File: config.mk
export PLATFORM = sky130hd
export DESIGN_NAME = mem_fifo_ctrl
export DESIGN_NICKNAME = d
export VERILOG_FILES = /design/src/rtl/mem_fifo_ctrl.sv
export SDC_FILE = /design/constraint.sdc
export NUM_CORES = 1
export LEC_CHECK = 0
export ABC_AREA = 1
export CORE_UTILIZATION = 46
export CTS_CLUSTER_DIAMETER = 30
export DETAILED_ROUTE_END_ITERATION = 7
export GPL_ROUTABILITY_DRIVEN = 0
export PLACE_DENSITY_LB_ADDON = 0.1
export SLEW_MARGIN = 20
export SYNTH_ARGS = -nofsm -noshare
export SYNTH_HDL_FRONTEND = slang
export SYNTH_SLANG_ARGS = --single-unit
File: constraint.sdc
create_clock -name clk -period 2.27 [get_ports clk]
set_clock_uncertainty 0.1 [all_clocks]
set_input_delay 0.227 -clock clk [delete_from_list [all_inputs] [get_ports clk]]
set_output_delay 0.227 -clock clk [all_outputs]
set_load 0.02 [all_outputs]
File: src/rtl/mem_fifo_ctrl.sv
// Valid/ready FIFO controller in front of a single-port, 1-cycle-latency memory, with a one-word output register.
// Define MEM_FIFO_ALMOST_EN to add the registered almost_full output.
module mem_fifo_ctrl #(
    parameter int DATA_W       = 8,
    parameter int ADDR_W       = 10,
    parameter int DEPTH        = 1024,
    parameter int AFULL_THRESH = 1000
) (
    input  logic              clk,
    input  logic              rst_n,
    input  logic              wr_valid,
    output logic              wr_ready,
    input  logic [DATA_W-1:0] wr_data,
    output logic              rd_valid,
    input  logic              rd_ready,
    output logic [DATA_W-1:0] rd_data,
    output logic [ADDR_W-1:0] mem_address,
    output logic [DATA_W-1:0] mem_data_in,
    output logic              mem_write_en,
    input  logic [DATA_W-1:0] mem_data_out,
    output logic [ADDR_W:0]   count
`ifdef MEM_FIFO_ALMOST_EN
    ,
    output logic              almost_full
`endif
);

    localparam logic [ADDR_W:0]   DEPTH_CNT = (ADDR_W+1)'(DEPTH);
    localparam logic [ADDR_W-1:0] LAST_PTR  = ADDR_W'(DEPTH - 1);

    logic [ADDR_W-1:0] wr_ptr_reg, wr_ptr_next;
    logic [ADDR_W-1:0] rd_ptr_reg, rd_ptr_next;
    logic [ADDR_W:0]   mem_cnt_reg, mem_cnt_next;
    logic              rd_inflight_reg, rd_inflight_next;
    logic              rd_valid_reg, rd_valid_next;
    logic [DATA_W-1:0] rd_data_reg, rd_data_next;
    logic              prio_reg, prio_next;
    logic              want_rd, want_wr, grant_rd, grant_wr, pop;
    logic [ADDR_W:0]   count_next;

    // Wrap explicitly so non-power-of-two depths work.
    function automatic logic [ADDR_W-1:0] ptr_inc(input logic [ADDR_W-1:0] p);
        return (p == LAST_PTR) ? '0 : p + ADDR_W'(1);
    endfunction

    always_comb begin
        want_rd  = (mem_cnt_reg != '0) && !rd_inflight_reg && (!rd_valid_reg || rd_ready);
        want_wr  = wr_valid && (mem_cnt_reg < DEPTH_CNT);
        grant_rd = want_rd && (!want_wr || !prio_reg);
        grant_wr = want_wr && !grant_rd;
        pop      = rd_valid_reg && rd_ready;
    end

    // wr_ready depends combinationally on rd_ready through the read grant.
    assign wr_ready     = (mem_cnt_reg < DEPTH_CNT) && !grant_rd;
    assign mem_write_en = grant_wr && rst_n;
    assign mem_address  = grant_rd ? rd_ptr_reg : wr_ptr_reg;
    assign mem_data_in  = wr_data;
    assign rd_valid     = rd_valid_reg;
    assign rd_data      = rd_data_reg;
    assign count        = mem_cnt_reg + (ADDR_W+1)'(rd_inflight_reg) + (ADDR_W+1)'(rd_valid_reg);

    always_comb begin
        wr_ptr_next      = grant_wr ? ptr_inc(wr_ptr_reg) : wr_ptr_reg;
        rd_ptr_next      = grant_rd ? ptr_inc(rd_ptr_reg) : rd_ptr_reg;
        mem_cnt_next     = mem_cnt_reg;
        if (grant_wr)
            mem_cnt_next = mem_cnt_reg + (ADDR_W+1)'(1);
        else if (grant_rd)
            mem_cnt_next = mem_cnt_reg - (ADDR_W+1)'(1);
        rd_inflight_next = grant_rd;
        rd_valid_next    = rd_valid_reg;
        rd_data_next     = rd_data_reg;
        // A landing word refills the output register even when it is popped the same cycle.
        if (rd_inflight_reg) begin
            rd_valid_next = 1'b1;
            rd_data_next  = mem_data_out;
        end else if (pop) begin
            rd_valid_next = 1'b0;
        end
        prio_next  = (want_rd && want_wr) ? !prio_reg : prio_reg;
        count_next = mem_cnt_next + (ADDR_W+1)'(rd_inflight_next) + (ADDR_W+1)'(rd_valid_next);
    end

    always_ff @(posedge clk or negedge rst_n) begin
        if (!rst_n) begin
            wr_ptr_reg      <= '0;
            rd_ptr_reg      <= '0;
            mem_cnt_reg     <= '0;
            rd_inflight_reg <= 1'b0;
            rd_valid_reg    <= 1'b0;
            rd_data_reg     <= '0;
            prio_reg        <= 1'b0;
        end else begin
            wr_ptr_reg      <= wr_ptr_next;
            rd_ptr_reg      <= rd_ptr_next;
            mem_cnt_reg     <= mem_cnt_next;
            rd_inflight_reg <= rd_inflight_next;
            rd_valid_reg    <= rd_valid_next;
            rd_data_reg     <= rd_data_next;
            prio_reg        <= prio_next;
        end
    end

`ifdef MEM_FIFO_ALMOST_EN
    localparam logic [ADDR_W:0] AFULL_CNT = (ADDR_W+1)'(AFULL_THRESH);
    logic almost_full_reg;

    always_ff @(posedge clk or negedge rst_n) begin
        if (!rst_n)
            almost_full_reg <= 1'b0;
        else
            almost_full_reg <= (count_next >= AFULL_CNT);
    end

    assign almost_full = almost_full_reg;
`else
    logic unused_count_next;
    assign unused_count_next = ^count_next;
`endif

endmodule

After elaboration in Yosys (flattened, before gate mapping)
Cells that the tools add are included.
Widths: inputs -> output; s select.
{"block": "totals", "inputBits": 20, "output_inout_bits": 40, "reg_bits": 42}
{"block": "classes", "reduce_logical": 19, "mux": 7, "n_addsub": 6, "order_cmp": 1, "eq_ne": 2}
{"op": "$mux 10", "count": 3}
{"op": "$add 11x1->11", "count": 2}
{"op": "$mux 11", "count": 2}
{"op": "$add 10x1->10 const B", "count": 2}
{"op": "$eq 10x10->1 const B", "count": 2}
{"op": "$add 11x1->11 const B", "count": 1}
{"op": "$lt 11x11->1 const B", "count": 1}
{"op": "$reduce_bool 11->1", "count": 1}
{"op": "$sub 11x1->11 const B", "count": 1}
{"op": "$logic_and 1x1->1", "count": 9}
{"op": "$logic_not 1->1", "count": 5}
{"op": "$reduce_bool 2->1", "count": 2}
{"op": "$logic_or 1x1->1", "count": 2}
{"op": "$mux 1", "count": 2}

Logic depth before layout (Yosys ltp)
{"block": "depth", "word_depth": 8, "depth_mapped": 17}

Least setup slack after synthesis
No wires, ideal clock.
{"block": "synth_timing", "kind": "flip-flop to output port", "from": "register rd_inflight_reg", "to": "output port count[10]", "required_ps": 1943, "path_stages_with_launch": 12, "path_slack_ps": -144, "arrival_ps": 2087, "cell_sequence": "dfrtp_1 buf_2 clkinv_1 fa_1 inv_1 ha_1 nand2_1 inv_1 nand3_1 nor2_1 nand4_1 xor2_1"}
{"block": "synth_via", "elab_chain_cells": 2}
{"item": "start, declared", "line": "34", "rtl": "logic rd_inflight_reg, rd_inflight_next;"}
{"item": "start signal, assigned", "line": "98", "rtl": "rd_inflight_reg <= rd_inflight_next;"}
{"item": "$add 11x1->11 (2 in a row)", "line": "61", "rtl": "assign count = mem_cnt_reg + (ADDR_W+1)'(rd_inflight_reg) + (ADDR_W+1)'(rd_valid_reg);"}
{"item": "end, declared", "line": "21", "rtl": "output logic [ADDR_W:0] count"}
No other way between the ends.

Final worst setup path
{"block": "layout_timing", "from": "register rd_valid_reg (netlist: rd_valid)", "to": "output port count[10]"}
{"block": "layout_via", "elab_chain_cells": 1}
{"item": "start, declared", "line": "35", "rtl": "logic rd_valid_reg, rd_valid_next;"}
{"item": "start signal, assigned", "line": "99", "rtl": "rd_valid_reg <= rd_valid_next;"}
{"item": "$add 11x1->11", "line": "61"}
No other way between the ends.

==> flow_summary.toml <==
[status]
status = "complete, but fails checks"
violations = "negative setup slack"

[timing]
timing.setup.tns_ns = -0.706
finalSetupViolations = 7
tightest_slew_ns = 0.537
min_period_over_period = 1.09
maxSlewHeadroom = 0.642
hold_violations = 0
rsz0062_at_grt = "true"
finalCriticalPeriod_ns = 2.47
setup_ws_ns = -0.195
maxSlewViolCount = 0
fmax_mhz = 406

[yosys]
synthesis.area_mm2 = 0.00281
ys_ff_latch = 42
yosys_warnings = 0
synth_cell_types = 24
netlist_instances = 395
ys_top_cells_by_area = "dfrtp_1 (37%), nand2_1 (18%), inv_1 (5.6%), ha_1 (5.3%), o21ai_0 (5.0%)"
synthesis.nets = 429
avgSynthCellArea_um2 = 7.11
seq_area_frac_synth = 0.374
synth_top_area_frac = 0.374
yosysTopAreaCell = "dfrtp_1"

[place]
placed_area_mm2 = 0.00356
dp_hpwl_um = 5100
dpl_worst_slack_ns = -0.473
portBuffers = 43

[pwr]
peakVddDrop_mv = 1.15
powerDensity_mw_per_mm2 = 1660
p_total_uw = 6430
p_leak_uw = 0.00191

[routing]
post_drt_via_cell_ratio = 4.88
drtPass1Iterations = 6
drtIter0Drc = 143
drc = 0
vias = 2692
ant_nets = 0
wl_per_cell_um = 13.2
totalWireLength_um = 7310

[cells_and_area]
drive_gt1_frac = 0.247
final_area_mm2 = 0.00388
final_util = 0.656
nets = 511
diodes = 0
syn2layout_area_growth_pct = 38.1
largest_reg_flops = 11

[critical_path]
worstSetupStartpointType = "flop"
worst-path-buf-inv = 4
crit_fanout = 2
crit_top_cell = "inv_2"
crit_family = "adder cells"
cp_data_arrival_time_ns = 2.14
required_ns = 1.94
path_cells = "inv_2 -> fa_2 -> inv_2 -> ha_4 -> nand2_4 -> inv_4 -> nand3_4 -> nor2_4 -> nand4_1 -> xor2_2 -> buf_6"
crit_path_top_delay_cell = "fa_2"
cp-end-kind = "output port"
cpPeakStageDelay_ns = 0.40
crit_type = "flop to output port"

[clock_network]
clock_sinks = 42
cts_buffer_depth = 2
clk_pin_slew_worst_paths_ns = 0.07
clock_latency_ns = 0.29
tritoncts = "done"
cts_inserted_buffers = 5
htreeDepth = 2
root_buffer = "clkbuf_8"

[global_route]
grt_first_pass_wirelength_um = 11300
grt_usage = 0.229
grt_overflow_total = 0
grt_max_degree = 43
antenna_found_initial = 0
grt_pass1_vias = 2454

[die]
die_w_um = 80.2
start_util = 0.475
dieArea_mm2 = 0.00643
core_area_mm2 = 0.00592
rows = 28
die_y_um = 80.2
design.portCount = 60

[min_path]
hp-class = "input pin to output port"

[job]
maxCapViolations = 0
[metrics by stage]
step	cells	hold WS, ns
global route	552	0.354
finish	552	0.354
floorplan	395	-0.169
CTS	549	0.354
global placement	536	0.259
detailed placement	536	0.262
[logic make-up after synthesis]
family | Yosys count | share of synthesized area
xor gates and xnor gates | 23 | 0.0717
and+or+nand+nor | 215 | 0.317
buffers and inverters | 60 | 0.0948
adders and majority gates | 14 | 0.0677
DFF | 42 | 0.374
AOI/OAI and AO/OA | 41 | 0.0744
[synth_stat cells]
cell type / instances
xor2_1: 13
nand4_1: 8
fa_1: 2
and3_1: 1
clkbuf_1: 1
nor3_1: 7
nand2_1: 135
nand3_2: 1
or2_2: 1
nand3b_1: 5
o21ai_0: 28
xnor2_1: 10
clkinv_1: 1
inv_1: 42
nor2_1: 36
dfrtp_1: 42
a31oi_1: 1
nand3_1: 21
ha_1: 12
buf_4: 9
inv_2: 1
buf_2: 6
o21bai_1: 1
a21oi_1: 11
[report_power, final]
| group | leakage [µW] | switching, µW | internal (µW) |
|---|---|---|---|
| Combinational | 0.00135 | 2520 | 2100 |
| Clock | 0.0000383 | 244 | 212 |
| Sequential | 0.000521 | 278 | 1080 |
| Total | 0.00191 | 3040 | 3390 |
[per-layer routing]
| layer | GRT usage | routed length, µm | up-vias |
|---|---|---|---|
| met5 | 0 | 0 | - |
| met4 | 0.0911 | 87 | 0 |
| met3 | 0.0330 | 287 | 10 |
| met2 | 0.363 | 3490 | 67 |
| met1 | 0.314 | 3440 | 1211 |
| li1 | - | - | 1404 |
[placed cells by master, fill, tap and decap left out, types with 6 or more instances in the layout]
cell             netlist  final
nor2_1                36     28
dfrtp_1               42     42
nand3_1               21     16
o21ai_0               28     28
inv_1                 42     39
nor2_2                 0      6
xnor2_1               10      8
a21oi_1               11      9
buf_4                  9     49
clkbuf_2               0     11
xor2_1                13     11
nand4_1                8      8
nand2_2                0      6
clkdlybuf4s50_1        0     20
nand2_1              135    127
ha_4                   0      7
[worst register-to-register path, stage by stage, from the launching register on]
cell and delay, ns:
dfrtp_1 0.39, nor2_2 0.13, nand2_1 0.06, nor2_1 0.08
nand2_1 0.09, nand3_2 0.10, nand2_2 0.07, buf_12 0.15
ha_4 0.32, nand2_1 0.06, nor2_1 0.12, nand2_1 0.09
nand3_2 0.12, nand2_2 0.07, nand2_1 0.06, nand2_1 0.05
nand3_1 0.06, nand2_1 0.05
[area by class of cell]
| class | count | area (µm²) |
|---|---|---|
| clock buffers | 7 | 76.3 |
| well taps | 75 | 93.8 |
| inverters | 44 | 169 |
| fillers | 529 | 2040 |
| flip-flops and latches | 42 | 1050 |
| multi-input cells | 293 | 1750 |
| repair buffers | 91 | 744 |
[worst paths after layout]
check	from	endpoint	slack [ns]	depth (start not counted)
min	wr_data[0]	mem_data_in[0]	0.35	0
max in group asynchronous	rst_n	mem_cnt_reg[3]$_DFFE_PN0P_	1.23	3
min reg2reg	rd_data[7]$_DFFE_PN0P_	rd_data[7]$_DFFE_PN0P_	0.37	2
max	rd_valid$_DFFE_PN0P_	count[10]	-0.20	11
max reg2reg	mem_cnt_reg[4]$_DFFE_PN0P_	mem_cnt_reg[8]$_DFFE_PN0P_	-0.01	17
min in group asynchronous	rst_n	rd_ptr_reg[3]$_DFFE_PN0P_	0.46	3
[what timing repair did]
action	CTS	global route
hold buffers	1	0
buffers inserted	5	3
gates resized for setup	66	79
pin swaps	10	12
cloned	0	0
endpoints found under the hold margin	42	0
setup endpoints to repair	27	31
Note: power is estimated with default switching activity, not from simulation.
